### src/rtl/psum_writer_pkg.sv
// Shared configuration and types for the PE column partial-sum writer.
// Holds array geometry, the pipeline control word and the writer state encoding.
package psum_writer_pkg;

    localparam int unsigned PEROW      = 4;
    localparam int unsigned PSUMDWD    = 32;
    localparam int unsigned BUFDWD     = 32;
    localparam int unsigned CTL_ADDRWD = 10;

    typedef enum logic {
        PSUM_D32 = 1'b0,
        PSUM_D16 = 1'b1
    } psum_mode_e;

    typedef struct packed {
        psum_mode_e              psum_mode;
        logic [CTL_ADDRWD-1:0]   addr;
    } pp_ctl_t;

    typedef enum logic {
        PSW_IDLE  = 1'b0,
        PSW_WRITE = 1'b1
    } psw_state_e;

    function automatic int unsigned words_per_vec(input psum_mode_e mode);
        return (mode == PSUM_D16) ? PEROW / 2 : PEROW;
    endfunction

endpackage

### src/rtl/psum_writer.sv
// Accepts one vector of partial sums from the sum stage and drains it word by word
// into the psum buffer write port, packing two 16-bit sums per word in D16 mode.
module psum_writer
    import psum_writer_pkg::*;
#(
    parameter int unsigned ADDRWD = 10
) (
    input  logic                            i_clk,
    input  logic                            i_rst,
    input  logic                            PS_rdy,
    output logic                            PS_ack,
    input  logic [PEROW-1:0][PSUMDWD-1:0]   i_sum,
    input  pp_ctl_t                         i_ppctl,
    output logic                            BW_rdy,
    input  logic                            BW_ack,
    output logic [ADDRWD-1:0]               o_bw_addr,
    output logic [BUFDWD-1:0]               o_bw_data,
    output logic                            o_done
);

    localparam int unsigned CntW  = (PEROW > 1) ? $clog2(PEROW) : 1;
    localparam int unsigned HalfW = BUFDWD / 2;

    psw_state_e                     state_q, state_d;
    logic [CntW-1:0]                cnt_q, cnt_d;
    logic [PEROW-1:0][PSUMDWD-1:0]  sum_q, sum_d;
    psum_mode_e                     mode_q, mode_d;
    logic [ADDRWD-1:0]              base_q, base_d;

    logic                           ps_xfer;
    logic                           bw_xfer;
    logic                           last_word;
    logic [CntW-1:0]                last_cnt;
    logic [BUFDWD-1:0]              word;

    assign last_cnt  = CntW'(words_per_vec(mode_q) - 1);
    assign last_word = (cnt_q == last_cnt);
    assign bw_xfer   = (state_q == PSW_WRITE) && BW_ack;
    // Accept a new vector while idle, or in the very cycle the last word retires.
    assign PS_ack    = (state_q == PSW_IDLE) || (bw_xfer && last_word);
    assign ps_xfer   = PS_rdy && PS_ack;

    always_ff @(posedge i_clk or negedge i_rst) begin
        if (!i_rst) begin
            state_q <= PSW_IDLE;
        end else begin
            state_q <= state_d;
        end
    end

    always_comb begin
        state_d = state_q;
        unique case (state_q)
            PSW_IDLE: begin
                if (ps_xfer) state_d = PSW_WRITE;
            end
            PSW_WRITE: begin
                if (bw_xfer && last_word) state_d = ps_xfer ? PSW_WRITE : PSW_IDLE;
            end
            default: state_d = PSW_IDLE;
        endcase
    end

    always_comb begin
        BW_rdy    = (state_q == PSW_WRITE);
        o_bw_addr = BW_rdy ? (base_q + ADDRWD'(cnt_q)) : '0;
        o_bw_data = BW_rdy ? word : '0;
        o_done    = bw_xfer && last_word;
    end

    always_comb begin
        sum_d  = sum_q;
        mode_d = mode_q;
        base_d = base_q;
        cnt_d  = cnt_q;
        if (ps_xfer) begin
            sum_d  = i_sum;
            mode_d = i_ppctl.psum_mode;
            base_d = i_ppctl.addr[ADDRWD-1:0];
            cnt_d  = '0;
        end else if (bw_xfer) begin
            cnt_d = last_word ? '0 : cnt_q + 1'b1;
        end
    end

    always_ff @(posedge i_clk or negedge i_rst) begin
        if (!i_rst) begin
            sum_q  <= '0;
            mode_q <= PSUM_D32;
            base_q <= '0;
            cnt_q  <= '0;
        end else begin
            sum_q  <= sum_d;
            mode_q <= mode_d;
            base_q <= base_d;
            cnt_q  <= cnt_d;
        end
    end

    // Word select: D32 takes one sum, D16 packs the lower-index sum into the low half.
    always_comb begin
        word = '0;
        if (mode_q == PSUM_D32) begin
            for (int unsigned w = 0; w < PEROW; w++) begin
                if (cnt_q == CntW'(w)) word = BUFDWD'(sum_q[w]);
            end
        end else begin
            for (int unsigned w = 0; w < PEROW / 2; w++) begin
                if (cnt_q == CntW'(w)) begin
                    word = {sum_q[2*w+1][HalfW-1:0], sum_q[2*w][HalfW-1:0]};
                end
            end
        end
    end

endmodule

### config.mk
export PLATFORM = sky130hd
export DESIGN_NAME = psum_writer
export DESIGN_NICKNAME = d
export VERILOG_FILES = /design/src/rtl/psum_writer_pkg.sv /design/src/rtl/psum_writer.sv
export SDC_FILE = /design/constraint.sdc
export NUM_CORES = 1
export LEC_CHECK = 0
export CAP_MARGIN = 15
export CORE_AREA = 2 2 189 173
export CTS_CLUSTER_SIZE = 24
export DETAILED_ROUTE_END_ITERATION = 7
export DIE_AREA = 0 0 191 175
export PLACE_DENSITY = 0.56
export SLEW_MARGIN = 20
export SYNTH_ARGS = -nofsm -noshare
export SYNTH_HDL_FRONTEND = slang
export SYNTH_SLANG_ARGS = --single-unit
export TNS_END_PERCENT = 50
### constraint.sdc
create_clock -name i_clk -period 4.5 [get_ports i_clk]
set_input_delay 0.9 -clock i_clk [delete_from_list [all_inputs] [get_ports i_clk]]
set_output_delay 0.9 -clock i_clk [all_outputs]
set_load 0.01 [all_outputs]
After elaboration in Yosys (flattened, before gate mapping) --
Index checks and enable logic that the tools add are counted.
Word-level totals: bits in registers 142, input bits 143, output and inout bits 45, logic and storage cells 38
Operators by class: $add $sub $neg 3, eq/ne operators 4, mux-type cells 16, bitwise operators 1, reduce and logical (&&, ||, !) cells 6
Operators with widths (number):
- 32-bit two-way mux | 8
- 10-bit by 2-bit adder with 10-bit output | 1
- 10-bit two-way mux | 1
- 2-bit two-way mux | 4
- 2-bit == test, second input constant | 2
- 1-bit logical AND | 3
- 2-bit by 1-bit adder with 2-bit output, second input constant | 1
- 2-bit by 1-bit == test with 1-bit output, second input constant | 1
- 2-bit == test | 1
- 2-bit logical NOT | 1
- 1-bit two-way mux | 2
- 1-bit case mux with 2 select lines | 1
- 2-bit nonzero test | 1
- 2-bit by 1-bit subtractor with 2-bit output, second input constant | 1
- 1-bit logical OR | 1
- 1-bit NOT | 1

Logic depth before layout (Yosys ltp) --
Gate-level depths: netlist of run 1.
depth after elaboration 9, mapped depth 7

Worst setup path after synthesis of run 1 --
No wires, ideal clock.
kind flip-flop to output port, start point reg cnt_q[1], end point out o_bw_data[13], arrival 1903 ps, data required time 3600 ps, path slack 1697 ps, cell stages (with the launch flop) 8, buffers on the path 2, path through dfrtp_1 -> inv_1 -> ha_1 -> buf_2 -> buf_2 -> a21oi_1 -> a221o_1 -> a221oi_1
Between the ends: word-level cells in the longest chain between the ends 7, elaborated cells between the ends (all ways) 12, classes of those cells 3 x eq/ne; 8 x mux; 1 x reduce/logical
RTL lines:
- start: declaration | line psum_writer.sv:25 | logic [CntW-1:0] cnt_q, cnt_d;
- start signal: assignment | line psum_writer.sv:96 | cnt_q <= cnt_d;
- 2-bit logical NOT | line psum_writer.sv:105, psum_writer.sv:109
- 32-bit two-way mux (4 in a row) | line psum_writer.sv:105 | if (cnt_q == CntW'(w)) word = BUFDWD'(sum_q[w]);
- 32-bit two-way mux (*) | line psum_writer.sv:103 | if (mode_q == PSUM_D32) begin
- 32-bit two-way mux (*) | line psum_writer.sv:67 | o_bw_data = BW_rdy ? word : '0;
- end: declaration | line psum_writer.sv:17 | output logic [BUFDWD-1:0] o_bw_data,
Every way passes the cells marked *; elsewhere a longest branch is shown, timed or not.

Worst setup path in the final report of run 1 --
start point reg cnt_q[1], end point out o_bw_data[7]
Same word-level chain as after synthesis.

==> metrics.txt, run 1 <==
# TYPE chip_impl_metric gauge
chip_impl_info{name="status",value="finished, final reports clean"} 1
chip_impl_info{name="post-synth-top-area-cell",value="dfrtp_1"} 1
chip_impl_info{name="setup.worst_path.start_class",value="flop"} 1
chip_impl_metric{name="synth_top_area_share",unit="%"} 38.2
chip_impl_info{name="r2r_start",value="BW_rdy"} 1
chip_impl_metric{name="hold_violations",unit=""} 0
chip_impl_metric{name="global_route.usage.total",unit="%"} 21.5
chip_impl_metric{name="clkLatencyLatePin",unit="ns"} 0.42
chip_impl_info{name="cts_root_buffer",value="clkbuf_16"} 1
chip_impl_metric{name="numClockSinks",unit=""} 142
chip_impl_metric{name="cts.clk_slew.worst_paths",unit="ns"} 0.07
chip_impl_metric{name="first_iter_violations",unit=""} 998
chip_impl_metric{name="r2r.worst_path.cells",unit=""} 5
chip_impl_metric{name="starting_density_of_the_core",unit="%"} 29.6
chip_impl_info{name="r2r-end",value="sum_q[77]"} 1
chip_impl_metric{name="synth-edff-count",unit=""} 0
chip_impl_metric{name="area_delta_synth_final",unit="%"} 29.7
chip_impl_metric{name="die_area",unit="um^2"} 33400
chip_impl_metric{name="detailroute.via_count",unit=""} 9435
chip_impl_info{name="critPathKind",value="flop to output pin"} 1
chip_impl_metric{name="placement.io_buffers",unit=""} 187
chip_impl_metric{name="fin_skew",unit="ns"} 0.00919
chip_impl_metric{name="synthArstFlopShare",unit="%"} 100
chip_impl_metric{name="synth.net_count",unit=""} 1283
chip_impl_metric{name="die_height",unit="um"} 175
chip_impl_metric{name="power_density",unit="nW/um^2"} 820
chip_impl_metric{name="filler_cell_count",unit=""} 3192
chip_impl_metric{name="synthesis.instances",unit=""} 1133
chip_impl_metric{name="ff_latch_area",unit="um^2"} 3560
chip_impl_metric{name="pre_repair_dr_iteration_count",unit=""} 6
chip_impl_metric{name="yosys_register_bits",unit=""} 142
chip_impl_metric{name="routed_wire_per_std_cell",unit="um"} 21.9
chip_impl_metric{name="setup_violators_final",unit=""} 0
chip_impl_metric{name="yosysSeqAreaShare",unit="%"} 38.2
chip_impl_info{name="layout.cells.most_common_list",value="nand2_1, o211ai_1, clkdlybuf4s50_1"} 1
chip_impl_metric{name="timing_max_transition_violations_final",unit=""} 0
chip_impl_metric{name="syn_area_per_cell",unit="um^2"} 8.21
chip_impl_info{name="hold_class",value="flop to flop"} 1
chip_impl_metric{name="routed_wirelength",unit="mm"} 36.2
chip_impl_metric{name="core_area",unit="um^2"} 31400
chip_impl_metric{name="fp.dieW",unit="um"} 191
chip_impl_metric{name="tritoncts.num_buffers",unit=""} 17
chip_impl_metric{name="grt_first_pass_wirelength",unit="mm"} 55.4
chip_impl_metric{name="gp_congestion",unit=""} 0.850
chip_impl_metric{name="detail-route-antenna-nets",unit=""} 0
chip_impl_info{name="rsz_0062_raised_after_global_routing",value="false"} 1
chip_impl_metric{name="period_minus_slack",unit="ns"} 4.29
chip_impl_metric{name="flop_to_flop_setup_slack",unit="ns"} 1.40
chip_impl_info{name="min_to",value="base_q[9]"} 1
chip_impl_metric{name="drt-vias-per-instance",unit=""} 5.70
chip_impl_metric{name="worst_hold_path.num_cells",unit=""} 2
chip_impl_metric{name="worstMarginPinSlew",unit="ns"} 1.02
chip_impl_metric{name="hold_slack",unit="ns"} 0.524
chip_impl_metric{name="critical_path.max_fanout",unit=""} 63
chip_impl_metric{name="globalRouteOverflowTotal",unit=""} 0
chip_impl_metric{name="num_rows",unit=""} 62
chip_impl_metric{name="fin_total_pwr",unit="mW"} 9.89
chip_impl_metric{name="tns",unit="ns"} 0
chip_impl_info{name="synth.area.top_cells",value="dfrtp_1, o211ai_1, nand2_1, nand3b_1, a21oi_1"} 1
chip_impl_metric{name="finish.instance_area",unit="um^2"} 12100
chip_impl_metric{name="drv.max_cap_violation_count",unit=""} 0
chip_impl_metric{name="synth_warnings",unit=""} 0
chip_impl_metric{name="maxSlewHeadroom",unit="%"} 32.1
chip_impl_metric{name="grt_pass1_vias",unit=""} 8999
chip_impl_metric{name="grt_start_max_net_pins",unit=""} 142
chip_impl_metric{name="ir_drop",unit="V"} 0.000511
chip_impl_info{name="layout.cells.most_common",value="nand2_1"} 1
chip_impl_metric{name="drc_errors",unit=""} 0
chip_impl_metric{name="drive_gt1_share",unit="%"} 5.25
chip_impl_metric{name="finalNetCount",unit=""} 1375
chip_impl_metric{name="grt_antenna_before_repair",unit=""} 0
chip_impl_metric{name="fmax",unit="GHz"} 0.233
chip_impl_metric{name="clk_path_buf_depth",unit=""} 2
chip_impl_metric{name="finish.utilization",unit="%"} 38.4
chip_impl_metric{name="multi_input_area",unit="um^2"} 5100
chip_impl_metric{name="htree_num_levels",unit=""} 4
chip_impl_metric{name="worstPathArrival",unit="ns"} 3.39
chip_impl_metric{name="post_synth_num_cell_types",unit=""} 34
chip_impl_info{name="min_from",value="base_q[9]"} 1
chip_impl_info{name="worstSetupEndpointType",value="output pin"} 1
chip_impl_metric{name="synth_cell_area",unit="um^2"} 9300
chip_impl_metric{name="post_placement_cell_area",unit="um^2"} 11400
chip_impl_metric{name="place_hpwl",unit="mm"} 23.8
chip_impl_metric{name="floorplan.io_pins",unit=""} 188
chip_impl_info{name="ys_dominant_reg_cell",value="dfrtp_1"} 1
chip_impl_metric{name="total_leakage_power",unit="nW"} 4.57
chip_impl_info{name="tritoncts_clock_tree",value="built"} 1
chip_impl_metric{name="post-route-period-util",unit="%"} 95.2
chip_impl_metric{name="worstPathRequired",unit="ns"} 3.60
[timing repair]
item,in CTS,in global routing
hold buffers,0,0
endpoints found under the setup margin,1,11
resized for setup,1,4
setup buffers,0,1
[layer usage]
metal | track usage, % | up-vias | part of all wire, %
li1 | - | 4384 | -
met3 | 5.54 | 27 | 7.5
met4 | 4.88 | 0 | 1.6
met5 | 0 | - | 0
met1 | 30.8 | 4671 | 46
met2 | 32.3 | 353 | 45
[report_power, final]
group / internal (mW) / switching, mW / total, mW / leakage [nW]
combinational: 2.61 / 3.24 / 5.85 / 2.82
clock: 0.989 / 0.603 / 1.59 / 0.308
sequential: 1.78 / 0.659 / 2.44 / 1.45
[flip-flops by register name (all words and copies together), names as in the netlist]
register / flops
base_q: 10
cnt_q: 2
sum_q: 128
BW_rdy: 1
mode_q: 1
[cells by family after synthesis]
kind of cell	Yosys count	share of synthesized area (%)
AND/OR/NAND/NOR	351	16.6
multiplexers	3	0.323
flip-flops	142	38.2
XOR/XNOR	4	0.377
buffers and inverters	174	7.58
AO/OA/AOI/OAI	452	35.9
adder cells (fa/ha/maj)	7	1.02
[Yosys cell counts (all sizes together) (2+ instances only)]
cell	instances
nand2	284
o211ai	272
dfrtp	142
clkbuf	89
a21oi	68
nand3b	50
buf	46
inv	39
a21boi	34
a221o	32
a221oi	32
ha	6
o21ai	4
o21bai	4
mux2i	3
nand2b	3
nand3	3
xnor2	3
and2	2
nor2	2
nor3	2
o31ai	2
or3	2
[worst max-delay path by stage]
stage | startpoint | to | cells past startpoint
2_1_floorplan | cnt_q[1] | o_bw_data[13] | 7
3_3_place_gp | cnt_q[1] | o_bw_data[7] | 8
3_5_place_dp | cnt_q[1] | o_bw_data[7] | 8
4_1_cts | cnt_q[0] | o_bw_data[4] | 7
5_1_grt | cnt_q[1] | o_bw_data[7] | 8
6_report | cnt_q[1] | o_bw_data[7] | 8
[metrics by stage]
step / instances / worst slack [ns]
floorplan: 1133 / 1.70
global placement: 1621 / 0.544
detailed placement: 1621 / 0.481
CTS: 1653 / 0.0953
global route: 1654 / 0.0103
finish: 1655 / 0.214
[critical path, cell delays in order, from the launching register on]
cell and delay [ns]:
dfrtp_2 0.50, inv_1 0.18, ha_4 0.30, buf_12 0.28, buf_4 0.26, a21oi_1 0.09, a221o_1 0.32, a221oi_1 0.39
clkdlybuf4s50_1 0.62
[area by class of cell]
cell class,instances,share of cell area [%]
tap,416,4.32
clock inverter,13,1.77
antenna,1,0.0207
sequential,142,29.5
clock buffer,19,3.59
inverter,39,1.23
multi-input combinational,817,42.3
timing repair buffer,208,17.2
Power figures use the tool's default switching activity.
==> run 2: changes to the inputs <==
GPL_TIMING_DRIVEN = 0   (was not set)
==> metrics.txt, run 2 (synthesis gave the netlist of run 1 again) <==
# TYPE chip_impl_metric gauge
chip_impl_metric{name="setup_slack",unit="ns"} 0.0339
chip_impl_info{name="cts_root_buffer",value="clkbuf_16"} 1
chip_impl_info{name="r2r-end",value="sum_q[4]"} 1
chip_impl_metric{name="count_of_placed_standard_cells_in_the_final_layout_fillers_left_out",unit=""} 1767
chip_impl_info{name="critPathKind",value="flop to output pin"} 1
chip_impl_metric{name="clk_path_buf_depth",unit=""} 2
chip_impl_info{name="worst_setup_path_endpoint",value="o_bw_data[31]"} 1
chip_impl_metric{name="setup_violators_final",unit=""} 0
chip_impl_metric{name="pre_repair_dr_iteration_count",unit=""} 5
chip_impl_metric{name="maxSlewHeadroom",unit="%"} 25.1
chip_impl_info{name="largest_registers",value="sum_q: 128 flops, base_q: 10 flops, cnt_q: 2 flops"} 1
chip_impl_metric{name="starting_density_of_the_core",unit="%"} 29.6
chip_impl_metric{name="r2r.worst_path.cells",unit=""} 5
chip_impl_metric{name="drc_errors",unit=""} 0
chip_impl_info{name="rsz_0062_raised_after_global_routing",value="true"} 1
chip_impl_metric{name="ir_drop",unit="V"} 0.000333
chip_impl_metric{name="ff_latch_area",unit="um^2"} 3550
chip_impl_metric{name="drive_gt1_share",unit="%"} 6.07
chip_impl_metric{name="total_leakage_power",unit="nW"} 4.71
chip_impl_metric{name="crit_path_max_incr_delay",unit="ns"} 0.63
chip_impl_info{name="tritoncts_clock_tree",value="built"} 1
chip_impl_metric{name="global_route.usage.total",unit="%"} 23.4
chip_impl_metric{name="floorplan.io_pins",unit=""} 188
chip_impl_metric{name="cts_hold_repair.buffers",unit=""} 0
chip_impl_metric{name="clkLatencyLatePin",unit="ns"} 0.44
chip_impl_metric{name="post-place-cells",unit=""} 1736
chip_impl_metric{name="post-cts-setup-buffer-count",unit=""} 0
chip_impl_metric{name="worstPathArrival",unit="ns"} 3.57
chip_impl_metric{name="globalRouteOverflowTotal",unit=""} 0
chip_impl_metric{name="seq_power_share",unit="%"} 23.4
chip_impl_metric{name="period_minus_slack",unit="ns"} 4.47
chip_impl_metric{name="area_delta_synth_final",unit="%"} 33.3
chip_impl_metric{name="timing.critical_path.buf_inv",unit=""} 5
chip_impl_metric{name="grt_first_pass_wirelength",unit="mm"} 58.5
chip_impl_metric{name="p_sw",unit="mW"} 4.96
chip_impl_metric{name="grt_antenna_before_repair",unit=""} 0
chip_impl_metric{name="detailroute.via_count",unit=""} 10000
chip_impl_metric{name="htree_num_levels",unit=""} 4
chip_impl_metric{name="drt-vias-per-instance",unit=""} 5.68
chip_impl_info{name="layout.cells.most_common_list",value="nand2_1, o211ai_1, clkdlybuf4s50_1"} 1
chip_impl_metric{name="gp_congestion",unit=""} 0.926
chip_impl_info{name="critical_path.slowest_cell",value="clkdlybuf4s50_1"} 1
chip_impl_info{name="cp_launch_point",value="cnt_q[1]"} 1
chip_impl_metric{name="antennaDiodeCount",unit=""} 0
chip_impl_metric{name="power_density",unit="nW/um^2"} 837
chip_impl_metric{name="timing_max_transition_violations_final",unit=""} 0
chip_impl_metric{name="hold_violations",unit=""} 0
chip_impl_metric{name="finish.utilization",unit="%"} 39.4
chip_impl_metric{name="die_height",unit="um"} 175
chip_impl_metric{name="cp_num_cells",unit=""} 8
chip_impl_metric{name="num_rows",unit=""} 62
chip_impl_info{name="setup.worst_path.start_class",value="flop"} 1
chip_impl_metric{name="place_ws",unit="ns"} 0.449
chip_impl_metric{name="flop_to_flop_setup_slack",unit="ns"} 1.90
chip_impl_metric{name="intPower",unit="mW"} 5.41
chip_impl_metric{name="critical_path.max_fanout",unit=""} 10
chip_impl_metric{name="die_area",unit="um^2"} 33400
chip_impl_metric{name="fmax",unit="GHz"} 0.224
chip_impl_metric{name="numClockSinks",unit=""} 142
chip_impl_metric{name="cts.clk_slew.worst_paths",unit="ns"} 0.07
chip_impl_info{name="layout.cells.most_common",value="nand2_1"} 1
chip_impl_metric{name="worstMarginPinSlew",unit="ns"} 1.12
chip_impl_info{name="r2r_start",value="cnt_q[1]"} 1
chip_impl_metric{name="power_frac_clock",unit="%"} 13.8
chip_impl_info{name="critical_path.top_delay_family",value="buffers and inverters"} 1
chip_impl_metric{name="grt_pass1_vias",unit=""} 9553
chip_impl_metric{name="place_hpwl",unit="mm"} 29.4
chip_impl_metric{name="fin_skew",unit="ns"} 0.0111
chip_impl_info{name="hold_class",value="input pin to async pin"} 1
chip_impl_metric{name="finalNetCount",unit=""} 1489
chip_impl_metric{name="first_iter_violations",unit=""} 947
chip_impl_metric{name="comb_power_share",unit="%"} 62.7
chip_impl_metric{name="core_area",unit="um^2"} 31400
chip_impl_metric{name="worstPathRequired",unit="ns"} 3.60
chip_impl_metric{name="placement.io_buffers",unit=""} 186
chip_impl_info{name="worstSetupEndpointType",value="output pin"} 1
chip_impl_metric{name="tritoncts.num_buffers",unit=""} 17
chip_impl_metric{name="post-route-period-util",unit="%"} 99.2
chip_impl_info{name="status",value="finished, final reports clean"} 1
chip_impl_info{name="worst_path_most_repeated_cell",value="buf_2"} 1
chip_impl_metric{name="detail-route-antenna-nets",unit=""} 0
chip_impl_metric{name="drv.max_cap_violation_count",unit=""} 0
chip_impl_metric{name="filler_cell_count",unit=""} 3249
chip_impl_info{name="crit_path_cells",value="inv_1 -> ha_1 -> buf_2 -> buf_2 -> clkbuf_1 -> a21boi_0 -> a221oi_2 -> clkdlybuf4s50_1"} 1
chip_impl_metric{name="routed_wirelength",unit="mm"} 39.5
chip_impl_metric{name="max_ffs_per_register",unit=""} 128
chip_impl_metric{name="routed_wire_per_std_cell",unit="um"} 22.4
chip_impl_metric{name="power.share.switching",unit="%"} 47.9
chip_impl_metric{name="fp.dieW",unit="um"} 191
chip_impl_metric{name="grt_start_max_net_pins",unit=""} 85
chip_impl_metric{name="multi_input_area",unit="um^2"} 5140
chip_impl_info{name="max_flop_register",value="sum_q"} 1
## run 2: how the worst min path moves through the flow
stage	from	to	slack [ns]	cells after the start
final	i_rst	sum_q[56]	0.38	1
after global placement	sum_q[83]	sum_q[83]	0.51	2
after global routing	i_rst	sum_q[56]	0.43	1
after CTS	i_rst	sum_q[56]	0.42	1
after detailed placement	sum_q[92]	sum_q[92]	0.52	2
after floorplan	base_q[9]	base_q[9]	0.48	2
## run 2: power by group through the flow
stage                     logic [mW]  clock network [mW]  registers (mW)
after floorplan                 3.83                   0            2.12
after global placement          6.16                   0            2.41
after detailed placement        6.24                   0            2.42
after CTS                       6.26                1.44            2.41
after global routing            7.04                1.50            2.48
final                           6.51                1.44            2.43
## run 2: area by class of cell
type	instances	share of cell area, %
Buffer	135	4.51
Multi-Input combinational cell	817	41.5
Clock inverter	10	0.919
Timing Repair Buffer	187	15.3
Inverter	39	1.18
Tap cell	416	4.20
Clock buffer	21	3.72
Sequential cell	142	28.7
## run 2: layer usage
metal  vias up  part of all wire (%)  track usage (%)
met2       430                    44             34.4
met5         -                     0                0
met3        62                   7.3             5.48
li1       4613                     -                -
met4         0                   3.4             9.33
met1      4926                    46             32.9
## run 2: what timing repair did
action                     CTS  global route
cloned                       0             0
setup endpoints to repair    1            13
resized for setup            1            14
## run 2: worst reg2reg max path, cell delays in order (launching register included)
cell and delay (ns):
dfrtp_1 0.50, xnor2_1 0.47, clkbuf_1 0.79, buf_2 0.38, o211ai_1 0.21, o211ai_1 0.17
## run 2: stage by stage
step | power [mW] | hold WS [ns] | area (um^2) | setup TNS, ns
finish | 10.4 | 0.383 | 12400 | 0
global route | 11.0 | 0.434 | 12400 | -0.0486
CTS | 10.1 | 0.422 | 12300 | 0
detailed placement | 8.66 | 0.517 | 11700 | 0
global placement | 8.57 | 0.507 | 11700 | -536.83
floorplan | 5.95 | 0.483 | 9300 | 0
==> RTL change 1, RTL diff (settings of run 2) <==
Set the package constant `PEROW` to 2 (it was 4).
--- a/src/rtl/psum_writer_pkg.sv
+++ b/src/rtl/psum_writer_pkg.sv
@@ -3,5 +3,5 @@
 package psum_writer_pkg;
 
-    localparam int unsigned PEROW      = 4;
+    localparam int unsigned PEROW      = 2;
     localparam int unsigned PSUMDWD    = 32;
     localparam int unsigned BUFDWD     = 32;
Ports: changed (resized i_sum); port bits go from 188 to 124. The function was not compared with the original's and may differ.
==> RTL change 1 against run 2 <==
  * Non-clock buffer count down 177
  * Area after synthesis down 57%
  * Die area unchanged
  * Combinational power down 62%
  * Sequential cell count down 65
  * Total power down 56%
  * Via count down 71%
  * Final area down 51%
  * Sequential share of layout area up 2.9 points
  * Routed wire length down 64%
  * Synthesized cell count down 72%
  * Cell count down 51%
  * Setup slack better by 750 ps
  * Critical path type unchanged
  * Highest routed layer is now met5
==> RTL change 1: results (changes against run 2) <==
run status=complete, no violations (unchanged); DR vias=2920 (was 10030); vias in the first global route=3048 (was 9553); clk_skew=12.70 ps (was 11.15 ps); Synthesis Warnings=0 (unchanged); top cells by area, synth=dfrtp_1 (48%), mux2_4 (19%), mux2_2 (11%) (was dfrtp_1 (38%), o211ai_1 (22%), nand2_1 (11%)); internal power=2.918 mW (was 5.406 mW); WL final=14090 microns (was 39530 microns); Placer Congestion=0.8064 (was 0.9258); # Post-CTS Setup Buffers=0 (unchanged); Clk pin slew, worst setup/hold paths=70 ps (about the same); Placed Area=5814 sq um (was 11710 sq um); cts hold-fix bufs=0 (unchanged); largest net degree at the start of global routing=44 (was 85); most common library cells after synthesis=dfrtp_1 (77), mux2_4 (50), mux2_2 (41) (was nand2_1 (284), o211ai_1 (272), dfrtp_1 (142)); Seq/Total Area, Yosys=47.72% (was 38.22%); Post-synth ARST share=100.0% (unchanged); worst hold-check path type=register to register (was input port to asynchronous set/reset pin); Worst Path Max Fanout=10 (unchanged); share of layout cells above drive strength 1=27.25% (was 6.070%); DP Wirelength=10530 microns (was 29430 microns); first-pass GRT wire length=20610 microns (was 58460 microns); H-tree lvl count=3 (was 4); Seq. cell area=1927 sq um (was 3553 sq um); Total Routing Usage GR=8.755% (was 23.42%); post-synth cell types=31 (was 34); Syn Nets=399 (was 1283); critical path arrival=2820 ps (was 3570 ps); Max VDD drop=0.0002791 V (was 0.0003334 V); antenna violations before repair=1 (was 0); worst-case clock buffer depth=2 (unchanged); Regs by FF count=sum_q (64), base_q (10) (was sum_q (128), base_q (10), cnt_q (2)); Skew-Pair Late Insertion Delay=350 ps (was 440 ps); Num CTS Buffers=9 (was 17); leakage=2.581 nW (was 4.708 nW); CTS resizes=0 (was 1); 1st-pass router iterations=4 (was 5); relative slew slack=41.87% (was 25.13%); Initial DRC Count=89 (was 947); clk root buf=clkbuf_16 (unchanged); placement-stage worst setup slack=1034 ps (was 448.5 ps); n_diodes=0 (unchanged); Final #Nets=534 (was 1489); top_reg_cell synth=dfrtp_1 (unchanged); Fillers=3442 (was 3249); port buffer count=123 (was 186)
-- RTL change 1: cell types whose count changed in the layout (fill, tap and decap cells not counted), sizes merged, moves of 32 or more --
cell,run 2,this run
nand2,284,34
a21oi,68,19
nand3b,50,0
clkbuf,110,14
clkdlybuf4s50,185,122
o211ai,272,0
dfrtp,142,77
inv,40,6
a221oi,32,0
a21boi,34,0
mux2,0,91
a221o,32,0
-- RTL change 1: final timing paths --
kind | startpoint | to | slack, ps | depth (start not counted)
max in group asynchronous | i_rst | sum_q[34] | 3360 | 2
min in group asynchronous | i_rst | BW_rdy | 520 | 1
worst min-delay path | sum_q[31] | sum_q[31] | 500 | 1
worst max-delay path | cnt_q | PS_ack | 780 | 5
worst max register to register | cnt_q | sum_q[18] | 1660 | 8
worst min register to register | sum_q[31] | sum_q[31] | 500 | 1
-- RTL change 1: stage by stage --
step,cells,power (mW)
global route,871,4.860
finish,871,4.527
detailed placement,856,3.839
global placement,855,3.817
CTS,871,4.627
floorplan,316,2.721
-- RTL change 1: cell families after synthesis --
family / share of synthesized area, %
mux: 30.77
buf+inv: 5.361
compound gates: 6.353
flops: 47.72
simple gates: 7.902
xor+xnor: 0.6509
fa+ha+maj: 1.240
-- RTL change 1: layout make-up --
class / count / area share (%)
sequential: 77 / 31.57
multi-input combinational: 213 / 31.04
timing repair buffer: 124 / 20.58
tap: 416 / 8.528
clock buffer: 9 / 3.690
buffer: 21 / 3.239
clock inverter: 6 / 1.046
inverter: 5 / 0.3075
-- RTL change 1: worst max-delay path, cell delays in order, from the launching register on --
cell             delay (ps)
dfrtp_1                 480
inv_1                   240
buf_1                   610
ha_1                    380
a21bo_4                 240
clkdlybuf4s50_1         500
-- RTL change 1: per-layer routing --
layer	routed length (microns)	global-route usage, %	vias up
met5	11	0	-
met4	143	2.261	2
met3	923	3.314	14
met2	6213	12.97	84
met1	6797	11.86	1431
li1	-	-	1389
-- RTL change 1: power groups by stage --
stage	logic (mW)	registers [mW]	clock network, mW
2_1_floorplan	1.50	1.22	0
3_3_place_gp	2.50	1.31	0
3_5_place_dp	2.52	1.32	0
4_1_cts	2.53	1.31	0.785
5_1_grt	2.69	1.36	0.813
6_report	2.47	1.31	0.749
==> RTL change 2, RTL diff (config.mk and constraints of run 2) <==
Without the edit above. Reset style: synchronous (`i_rst`), changed in 2 clocked blocks.
--- a/src/rtl/psum_writer.sv
+++ b/src/rtl/psum_writer.sv
@@ -41,5 +41,5 @@
     assign ps_xfer   = PS_rdy && PS_ack;
 
-    always_ff @(posedge i_clk or negedge i_rst) begin
+    always_ff @(posedge i_clk) begin
         if (!i_rst) begin
             state_q <= PSW_IDLE;
@@ -84,5 +84,5 @@
     end
 
-    always_ff @(posedge i_clk or negedge i_rst) begin
+    always_ff @(posedge i_clk) begin
         if (!i_rst) begin
             sum_q  <= '0;
Behaviour: differs if i_rst is asserted again (counterexample within 4 cycles, from zero or initial values and one cycle with i_rst low); with i_rst held inactive, the same outputs for 4 cycles.
==> RTL change 2 against run 2 <==
  * Global-route usage down 5.6 points
  * Worst hold slack better by 75 ps
  * Sequential cell count is the same
  * Setup slack improved by 78 ps
  * Final area shrank 14%
  * Area after synthesis is 17% lower
  * Routed wire length decreased by 24%
  * Critical path type unchanged
  * Critical endpoint is now o_bw_data[3]
  * Largest cell class unchanged
Power is not compared: it rests on default switching activity, and its combinational part moved more than twofold at a synthesized area within 25%.
==> RTL change 2: results (changes against run 2) <==
run status=complete, no violations (unchanged); XOR/XNOR Fraction of Synth Area=0.3412% (was 0.3769%); WL final=30190 microns (was 39530 microns); 1st-pass router iterations=7 (was 5); final core utilization=34.02% (was 39.44%); relative slew slack=34.52% (was 25.13%); Post-synth ARST share=0% (was 100.0%); Final #Nets=1301 (was 1489); Initial DRC Count=617 (was 947); Placed Area=10080 sq um (was 11710 sq um); Synth Area in Compound Gates=16.62% (was 35.91%); Fillers=3342 (was 3249); Placer Congestion=0.8515 (was 0.9258); post-synth cell types=33 (was 34); top cells by area, synth=dfxtp_1 (37%), mux2i_1 (18%), nand2_1 (14%) (was dfrtp_1 (38%), o211ai_1 (22%), nand2_1 (11%)); top_reg_cell synth=dfxtp_1 (was dfrtp_1); most common library cells after synthesis=nand2_1 (282), dfxtp_1 (142), mux2i_1 (139) (was nand2_1 (284), o211ai_1 (272), dfrtp_1 (142)); DP Wirelength=23850 microns (was 29430 microns); largest net degree at the start of global routing=17 (was 85); worst hold-check path type=register to register (was input port to asynchronous set/reset pin); multiplexer share of the synthesized area=18.07% (was 0.3230%); critical path arrival=3490 ps (was 3570 ps); clk_skew=9.783 ps (was 11.15 ps); Total Routing Usage GR=17.77% (was 23.42%); syn avg cell area=8.131 sq um (was 8.205 sq um); antenna violations before repair=3 (was 0); first-pass GRT wire length=44210 microns (was 58460 microns); Syn Nets=1097 (was 1283)
[RTL change 2: area by class of cell]
| type | count | share of cell area, % |
|---|---|---|
| antenna | 1 | 0.02341 |
| buffer | 87 | 3.558 |
| clock buffer | 19 | 4.144 |
| clock inverter | 13 | 1.416 |
| inverter | 38 | 1.334 |
| multi-input combinational | 679 | 40.63 |
| sequential | 142 | 26.61 |
| tap | 416 | 4.869 |
| timing repair buffer | 186 | 17.42 |
[RTL change 2: worst paths after layout]
| path | cells after the start | start | slack, ps | end |
|---|---|---|---|---|
| worst max-delay path | 7 | cnt_q[0] | 110 | o_bw_data[3] |
| worst min-delay path | 2 | sum_q[80] | 460 | sum_q[80] |
| worst max register to register | 5 | cnt_q[0] | 2390 | sum_q[38] |
| worst min register to register | 2 | sum_q[80] | 460 | sum_q[80] |
[RTL change 2: layer usage]
metal,GRT usage [%],vias up,part of all wire [%]
met5,0,-,0.076
li1,-,3698,-
met3,4.559,44,7.8
met4,6.492,4,2.5
met2,27.36,288,44
met1,23.82,3579,45
